`config.mk`:
```
export PLATFORM = sky130hd
export DESIGN_NAME = button_pulse
export DESIGN_NICKNAME = d
export VERILOG_FILES = /design/src/rtl/button_pulse.sv
export SDC_FILE = /design/constraint.sdc
export NUM_CORES = 1
export LEC_CHECK = 0
export ABC_AREA = 0
export CAP_MARGIN = 30
export CORE_ASPECT_RATIO = 1.4
export CORE_MARGIN = 2
export CORE_UTILIZATION = 43
export DETAILED_ROUTE_END_ITERATION = 12
export SLEW_MARGIN = 20
export SYNTH_ARGS = -nofsm -noshare
export SYNTH_HDL_FRONTEND = slang
export SYNTH_SLANG_ARGS = --single-unit
```
`constraint.sdc`:
```
create_clock -name clock -period 1.6 [get_ports clock]
set_input_delay 0.4 -clock clock [delete_from_list [all_inputs] [get_ports clock]]
set_output_delay 0.4 -clock clock [all_outputs]
set_load 0.02 [all_outputs]
```
`src/rtl/button_pulse.sv`:
```
// button_pulse: conditions four raw push-buttons into clean direction pulses.
// Each button goes through a 2-flop synchroniser, a debounce counter, a
// rising-edge one-shot and an optional auto-repeat timer. If opposing
// directions (up/down, left/right) would pulse in the same cycle, both
// are dropped. Bit order everywhere is {up, down, left, right}.
module button_pulse #(
  parameter int unsigned DEBOUNCE_CYCLES = 4,
  parameter int unsigned REPEAT_DELAY    = 8,
  parameter int unsigned REPEAT_PERIOD   = 4
) (
  input  logic       clock,
  input  logic       reset,
  input  logic       btn_up,
  input  logic       btn_down,
  input  logic       btn_left,
  input  logic       btn_right,
  output logic       up,
  output logic       down,
  output logic       left,
  output logic       right,
  output logic [3:0] held
);

  localparam int unsigned NumBtn = 4;

  // Debounce counter only has to reach DEBOUNCE_CYCLES-1 before the level flips.
  localparam int unsigned DbW = $clog2(DEBOUNCE_CYCLES + 1);
  localparam logic [DbW-1:0] DbLast = DbW'(DEBOUNCE_CYCLES - 1);

  // One hold counter serves both the initial delay and the repeat period.
  localparam int unsigned RepMax = (REPEAT_DELAY > REPEAT_PERIOD) ? REPEAT_DELAY
                                                                   : REPEAT_PERIOD;
  localparam int unsigned RepW = $clog2(RepMax + 1);
  localparam logic [RepW-1:0] DelayLast  = RepW'((REPEAT_DELAY > 0) ? REPEAT_DELAY - 1 : 0);
  localparam logic [RepW-1:0] PeriodLast = RepW'(REPEAT_PERIOD - 1);
  localparam bit RepeatEn = (REPEAT_DELAY != 0);

  logic [NumBtn-1:0] raw;

  logic [NumBtn-1:0] sync1_q, sync1_d;
  logic [NumBtn-1:0] sync2_q, sync2_d;

  logic [NumBtn-1:0] level_q, level_d;
  logic [DbW-1:0]    db_cnt_q [NumBtn];
  logic [DbW-1:0]    db_cnt_d [NumBtn];
  logic [NumBtn-1:0] press;
  logic [NumBtn-1:0] rel_evt;

  logic [RepW-1:0]   rep_cnt_q [NumBtn];
  logic [RepW-1:0]   rep_cnt_d [NumBtn];
  // Clear while waiting for the first repeat, set once in the periodic phase.
  logic [NumBtn-1:0] rep_phase_q, rep_phase_d;
  logic [NumBtn-1:0] rep_fire;

  logic [NumBtn-1:0] pulse;
  logic [NumBtn-1:0] out_q, out_d;

  assign raw = {btn_up, btn_down, btn_left, btn_right};

  // Synchroniser next state: two plain delay stages.
  always_comb begin
    sync1_d = raw;
    sync2_d = sync1_q;
  end

  // Synchroniser flops.
  always_ff @(posedge clock or posedge reset) begin
    if (reset) begin
      sync1_q <= '0;
      sync2_q <= '0;
    end else begin
      sync1_q <= sync1_d;
      sync2_q <= sync2_d;
    end
  end

  // Debounce: accept a new level after DEBOUNCE_CYCLES consecutive mismatches.
  always_comb begin
    level_d = level_q;
    press   = '0;
    rel_evt = '0;
    for (int i = 0; i < NumBtn; i++) begin
      db_cnt_d[i] = '0;
      if (sync2_q[i] != level_q[i]) begin
        if (db_cnt_q[i] == DbLast) begin
          level_d[i] = sync2_q[i];
          press[i]   = sync2_q[i];
          rel_evt[i] = ~sync2_q[i];
        end else begin
          db_cnt_d[i] = db_cnt_q[i] + DbW'(1);
        end
      end
    end
  end

  // Debounce flops.
  always_ff @(posedge clock or posedge reset) begin
    if (reset) begin
      level_q <= '0;
      for (int i = 0; i < NumBtn; i++) begin
        db_cnt_q[i] <= '0;
      end
    end else begin
      level_q <= level_d;
      for (int i = 0; i < NumBtn; i++) begin
        db_cnt_q[i] <= db_cnt_d[i];
      end
    end
  end

  // Auto-repeat: counter runs only while the debounced level is high and not
  // being released on this edge; it is zero on the press edge itself.
  always_comb begin
    rep_phase_d = '0;
    rep_fire    = '0;
    for (int i = 0; i < NumBtn; i++) begin
      rep_cnt_d[i] = '0;
      if (RepeatEn && level_q[i] && !rel_evt[i]) begin
        rep_phase_d[i] = rep_phase_q[i];
        rep_cnt_d[i]   = rep_cnt_q[i] + RepW'(1);
        if (!rep_phase_q[i]) begin
          if (rep_cnt_q[i] == DelayLast) begin
            rep_fire[i]    = 1'b1;
            rep_cnt_d[i]   = '0;
            rep_phase_d[i] = 1'b1;
          end
        end else if (rep_cnt_q[i] == PeriodLast) begin
          rep_fire[i]  = 1'b1;
          rep_cnt_d[i] = '0;
        end
      end
    end
  end

  // Auto-repeat flops.
  always_ff @(posedge clock or posedge reset) begin
    if (reset) begin
      rep_phase_q <= '0;
      for (int i = 0; i < NumBtn; i++) begin
        rep_cnt_q[i] <= '0;
      end
    end else begin
      rep_phase_q <= rep_phase_d;
      for (int i = 0; i < NumBtn; i++) begin
        rep_cnt_q[i] <= rep_cnt_d[i];
      end
    end
  end

  // Merge press and repeat pulses, then cancel opposing directions.
  always_comb begin
    pulse    = press | rep_fire;
    out_d[3] = pulse[3] & ~pulse[2];
    out_d[2] = pulse[2] & ~pulse[3];
    out_d[1] = pulse[1] & ~pulse[0];
    out_d[0] = pulse[0] & ~pulse[1];
  end

  // Registered direction pulses.
  always_ff @(posedge clock or posedge reset) begin
    if (reset) begin
      out_q <= '0;
    end else begin
      out_q <= out_d;
    end
  end

  assign up    = out_q[3];
  assign down  = out_q[2];
  assign left  = out_q[1];
  assign right = out_q[0];
  assign held  = level_q;

endmodule

```
==> out/qor.txt, run 1 <==
via count: 1,224
Mapped Nets: 180
placer congestion estimate: 0.721
Slowest cell on crit path: dfrtp_1
share of cells above drive strength 1: 11.6%
Worst IR Drop VDD: 0.846 mV
final worst path period share: 91.3%
Pleak: 1.03 nW
Final Hold Fails: 0
RSZ-0062 raised after global routing: false
Internal Pwr Total: 2.34 mW
core area: 4500 µm²
area leader, netlist: dfrtp_1
FF+latch count, synth: 48
most common cell after layout, fill and taps aside: dfrtp_1
Final Setup Violations: 0
peak fanout along the critical path: 5
Reg area: 1200 µm²
Slew Limit Fails: 0
commonest cells after routing, fill and taps aside: dfrtp_1, inv_1, a21oi_1
DR iter-0 viols: 51
die height: 84.8 µm
Comb pwr share: 31.6%
sequential share of the synthesized area: 59.9%
H-tree Lvls: 2
Sink Count: 48
Switch Pwr: 1.15 mW
Synth Instances: 166
Starting Density: 44.6%
delay-heaviest family, CP: flip-flops
synthesized cell area: 2010 µm²
Setup WS pre-CTS: 0.173 ns
Port Buffers: 13
CTS max path bufs: 2
final setup margin: 0.139 ns
Clk Latency, worst-skew pair: 0.29 ns
Yosys cell types: 28
Final ANT Viol Nets: 0
Die W: 61.7 µm
Post-synth top flop: dfrtp_1
Hold WS: 0.352 ns
die area: 5230 µm²
DRC violations left: 0
CP required: 1.20 ns
power share of the clock group: 20.3%
CTS buffer count: 5
Slew HR: 75.6%
Worst path max stage delay: 0.42 ns
TNS Setup: 0 ns
Syn Area/Cell: 12.1 µm²
Post-CTS Setup Repair Bufs: 0
Routed Wire Length: 2990 µm
ys async rst share: 100%
worst-path cell chain: dlygate4sd2_1
Hold Path Class: reg2reg
num rows: 29
CTS tree: built
Clock transition at path regs: 0.08 ns
largest net degree at the start of global routing: 49
Post-synth EDFFs: 0
Bufs and invs on worst path: 1
global-route wire length before repair: 5330 µm
Tmin final: 1.46 ns
Max Cap Viol: 0
Final Net Count: 202
Switching Share: 32.9%
PD cells: 1500 nW/µm²
root buffer selected by CTS: clkbuf_8
Via density: 4.88
Fill cells: 436
GRT Resource Usage Total: 13.3%
Multi-input gate area: 748 µm²
Synth top area share: 59.9%
num ports: 14
wire per inst: 11.9 µm
share of power burned in registers: 48.1%
antenna cells: 0
initial antenna violation count: 0
Area contributors post-synth: dfrtp_1, ha_1, xnor2_1, a21oi_1, inv_1
worst path arrival time: 1.06 ns
Worst setup SP type: flip-flop
R2R Setup Slk: 0.23 ns
Worst Tran Pin Value: 0.355 ns
drt first pass iters: 4
status: complete, no violations
Area growth syn-to-layout: 15.7%
vias in the first global route: 1,265
GRT overflow: 0
Finished Layout Cells: 251
Ys Warns: 0
crit end category: output pin
Cells after DPL: 243
critical path class: reg2out
Max Clk Rate: 0.685 GHz
HPWL after DPL: 2240 µm
clock skew: 0.00425 ns
==> power by group through the flow <==
| stage | clock network [mW] | logic (mW) | registers (mW) |
|---|---|---|---|
| 3_3_place_gp | 0 | 1.14 | 1.69 |
| 4_1_cts | 0.747 | 1.13 | 1.68 |
| 2_1_floorplan | 0 | 0.703 | 1.78 |
| 3_5_place_dp | 0 | 1.18 | 1.71 |
| 6_report | 0.708 | 1.10 | 1.68 |
| 5_1_grt | 0.794 | 1.26 | 1.72 |
==> stage by stage <==
step	total power, mW	instance area (µm²)	util (%)
floorplan	2.49	2010	-
global placement	2.83	2240	49.8
detailed placement	2.89	2240	49.8
CTS	3.56	2320	51.6
global route	3.77	2320	51.6
finish	3.49	2320	51.6
==> cell type report <==
class                           count  area share, %
Clock buffer                        8           3.88
Inverter                           15           2.43
Multi-Input combinational cell    103           32.2
Sequential cell                    48           51.8
Tap cell                           62           3.34
Timing Repair Buffer               15           6.36
==> final timing paths <==
check,from,cells after the start,endpoint
worst min register to register,sync1_q[3]$_DFF_PP0_,0,sync2_q[3]$_DFF_PP0_
min in group asynchronous,reset,3,rep_cnt_q[6]$_DFF_PP0_
worst max-delay path,held[1]$_DFFE_PP0P_,1,held[1]
worst max register to register,db_cnt_q[9]$_DFF_PP0_,4,out_q[1]$_DFF_PP0_
max in group asynchronous,reset,3,db_cnt_q[11]$_DFF_PP0_
worst min-delay path,sync1_q[3]$_DFF_PP0_,0,sync2_q[3]$_DFF_PP0_
==> synth_stat cells (2+ instances only) <==
cell type and instances:
nor2b_1 3, inv_1 15, nand3_1 4, nor3_1 7
nor2b_4 3, nor3b_1 6, a21oi_1 12, o211a_1 2
nand2_1 4, o21ai_1 5, nor2_1 9, xnor2_1 7
a211o_1 4, ha_1 8, or2_2 3, mux2i_1 2
dfrtp_1 48, nand2b_1 9, mux2_4 2, o211ai_1 4
a211oi_2 2
==> routing by layer <==
layer | track usage, % | part of all wire [%] | wire (µm) | up-vias
met5 | 0 | 0 | 0 | -
met4 | 4.06 | 1.2 | 37 | 0
met3 | 4.27 | 2.9 | 88 | 4
met2 | 22.8 | 54 | 1610 | 14
met1 | 15.4 | 42 | 1250 | 600
li1 | - | - | - | 606
==> timing repair <==
| action | in CTS | in global routing |
|---|---|---|
| gates resized for setup | 8 | 0 |
| endpoints found under the setup margin | 8 | 0 |
| hold buffers | 0 | 0 |
==> logic make-up after synthesis <==
group / after synthesis / synth area share, %
compound gates: 32 / 10.9
xor+xnor: 8 / 3.49
fa+ha+maj: 8 / 4.99
buf+inv: 15 / 2.81
flops: 48 / 59.9
mux: 4 / 2.50
simple gates: 51 / 15.4
==> sequential cells by signal, summed over array words and instances, names as in the netlist <==
register     flops
sync1_q          4
rep_cnt_q       16
db_cnt_q        12
held             4
sync2_q          4
out_q            4
rep_phase_q      4
(Power assumes the default switching activity.)
==> inputs of run 2 (changes only) <==
Settings changed: PLACE_DENSITY_LB_ADDON from default to 0.3.
==> out/qor.txt, run 2 (synthesis results as in run 1) <==
Hold WS: 0.352 ns (about the same)
Final Net Count: 202 (unchanged)
Tmin final: 1.48 ns (was 1.46 ns)
commonest cells after routing, fill and taps aside: dfrtp_1, inv_1, a21oi_1 (unchanged)
CP required: 1.20 ns (about the same)
Slew HR: 72.0% (was 75.6%)
Starting Density: 44.6% (unchanged)
core area: 4500 µm² (unchanged)
share of cells above drive strength 1: 12.7% (was 11.6%)
CTS max path bufs: 2 (unchanged)
Max Clk Rate: 0.674 GHz (was 0.685 GHz)
PD cells: 1550 nW/µm² (was 1500 nW/µm²)
Finished Layout Cells: 251 (unchanged)
initial antenna violation count: 0 (unchanged)
Routed Wire Length: 3050 µm (was 2990 µm)
Pleak: 1.04 nW (was 1.03 nW)
root buffer selected by CTS: clkbuf_8 (unchanged)
Hold Path Class: reg2reg (unchanged)
Final Hold Fails: 0 (unchanged)
TNS Setup: 0 ns (unchanged)
GRT overflow: 0 (unchanged)
# hold bufs at CTS: 0 (unchanged)
Bufs and invs on worst path: 1 (unchanged)
Sink Count: 48 (unchanged)
max reg flops: 16 (unchanged)
via count: 1,236 (was 1,224)
wire per inst: 12.2 µm (was 11.9 µm)
status: complete, no violations (unchanged)
Die W: 61.7 µm (unchanged)
Cells after DPL: 243 (unchanged)
CTS buffer count: 5 (unchanged)
drt first pass iters: 4 (unchanged)
CTS tree: built (unchanged)
DR iter-0 viols: 36 (was 51)
RSZ-0062 raised after global routing: false (unchanged)
Worst Tran Pin Value: 0.418 ns (was 0.355 ns)
H-tree Lvls: 2 (unchanged)
die height: 84.8 µm (unchanged)
num rows: 29 (unchanged)
Area growth syn-to-layout: 16.8% (was 15.7%)
most flop-heavy register: rep_cnt_q (unchanged)
die area: 5230 µm² (unchanged)
Clk Latency, worst-skew pair: 0.30 ns (was 0.29 ns)
Final ANT Viol Nets: 0 (unchanged)
vias in the first global route: 1,341 (was 1,265)
HPWL after DPL: 2310 µm (was 2240 µm)
antenna cells: 0 (unchanged)
final worst path period share: 92.7% (was 91.3%)
global-route wire length before repair: 5400 µm (was 5330 µm)
GRT Resource Usage Total: 13.8% (was 13.3%)
Clock transition at path regs: 0.08 ns (about the same)
largest net degree at the start of global routing: 49 (unchanged)
clock skew: 0.00653 ns (was 0.00425 ns)
worst-path cell chain: dlygate4sd2_1 (unchanged)
Slowest cell on crit path: dfrtp_1 (unchanged)
DRC violations left: 0 (unchanged)
worst path arrival time: 1.08 ns (was 1.06 ns)
Worst IR Drop VDD: 0.838 mV (was 0.846 mV)
num ports: 14 (unchanged)
biggest regs: rep_cnt_q: 16 flops, db_cnt_q: 12 flops (unchanged)
Max Cap Viol: 0 (unchanged)
CTS resizes: 8 (unchanged)
met2 WL: 1710 µm (was 1610 µm)
placer congestion estimate: 0.677 (was 0.721)
Worst setup SP type: flip-flop (unchanged)
routed wl met3: 85 µm (was 88 µm)
Slew Limit Fails: 0 (unchanged)
Worst path max stage delay: 0.43 ns (was 0.42 ns)
peak fanout along the critical path: 5 (unchanged)
Via density: 4.92 (was 4.88)
Final Setup Violations: 0 (unchanged)
DR top layer: met4 (unchanged)
delay-heaviest family, CP: flip-flops (unchanged)
most common cell after layout, fill and taps aside: dfrtp_1 (unchanged)
Post-CTS Setup Repair Bufs: 0 (unchanged)
critical path class: reg2out (unchanged)
Port Buffers: 13 (unchanged)
WL met1: 1200 µm (was 1250 µm)
crit end category: output pin (unchanged)
-- run 2: cell count changes in the layout (fill, tap and decap cells not counted), sizes merged --
cell	before	now
clkbuf	8	5
bufinv	0	1
clkinv	0	1
clkinvlp	0	1
-- run 2: worst register-to-register path: cells and delay by family (launching register included) --
kind                     cells  cell delay [ns]
multiplexers                 1             0.36
AO/OA/AOI/OAI                1             0.21
AND/OR/NAND/NOR              1             0.20
adder cells (fa/ha/maj)      1             0.20
flip-flops                   1             0.36
-- run 2: worst paths after layout --
kind / cells past startpoint / endpoint / slack (ns) / startpoint
max: 1 / held[0] / 0.12 / held[0]$_DFFE_PP0P_
min: 0 / sync2_q[3]$_DFF_PP0_ / 0.35 / sync1_q[3]$_DFF_PP0_
max reg2reg: 4 / out_q[1]$_DFF_PP0_ / 0.21 / db_cnt_q[9]$_DFF_PP0_
min reg2reg: 0 / sync2_q[3]$_DFF_PP0_ / 0.35 / sync1_q[3]$_DFF_PP0_
max in group asynchronous: 3 / db_cnt_q[2]$_DFF_PP0_ / 0.93 / reset
min in group asynchronous: 3 / held[2]$_DFFE_PP0P_ / 0.46 / reset
-- run 2: report_power, final --
part	switching, mW	internal [mW]
sequential	0.184	1.49
clock	0.383	0.462
combinational	0.617	0.493
-- run 2: metrics by stage --
step                      setup slack (ns)  instance area (µm²)  power, mW  utilization [%]
after global routing                0.0653                 2340       3.90             52.1
final                                0.117                 2340       3.63             52.1
after detailed placement             0.152                 2240       2.89             49.8
after CTS                           0.0899                 2340       3.69             52.1
after floorplan                     0.0555                 2010       2.49                -
after global placement               0.193                 2240       2.82             49.8
-- run 2: final cells by class --
cell class / count / area (µm²)
clock buffer: 5 / 68.8
clock inverter: 3 / 42.5
fill: 418 / 2160
inverter: 15 / 56.3
multi-input combinational: 103 / 748
sequential: 48 / 1200
tap: 62 / 77.6
timing repair buffer: 15 / 148
-- run 2: layer usage --
metal  vias to the layer above  GRT usage [%]
met1                       609           14.0
met3                         6           3.66
met2                        14           25.1
li1                        607              -
met4                         0           5.80
met5                         -              0
==> inputs of run 3 (changes only) <==
Settings changed: ABC_CLOCK_PERIOD_IN_PS from default to 1600.
==> results of run 3 <==
No change in the layout: final DEF, timing and power equal those of run 2.
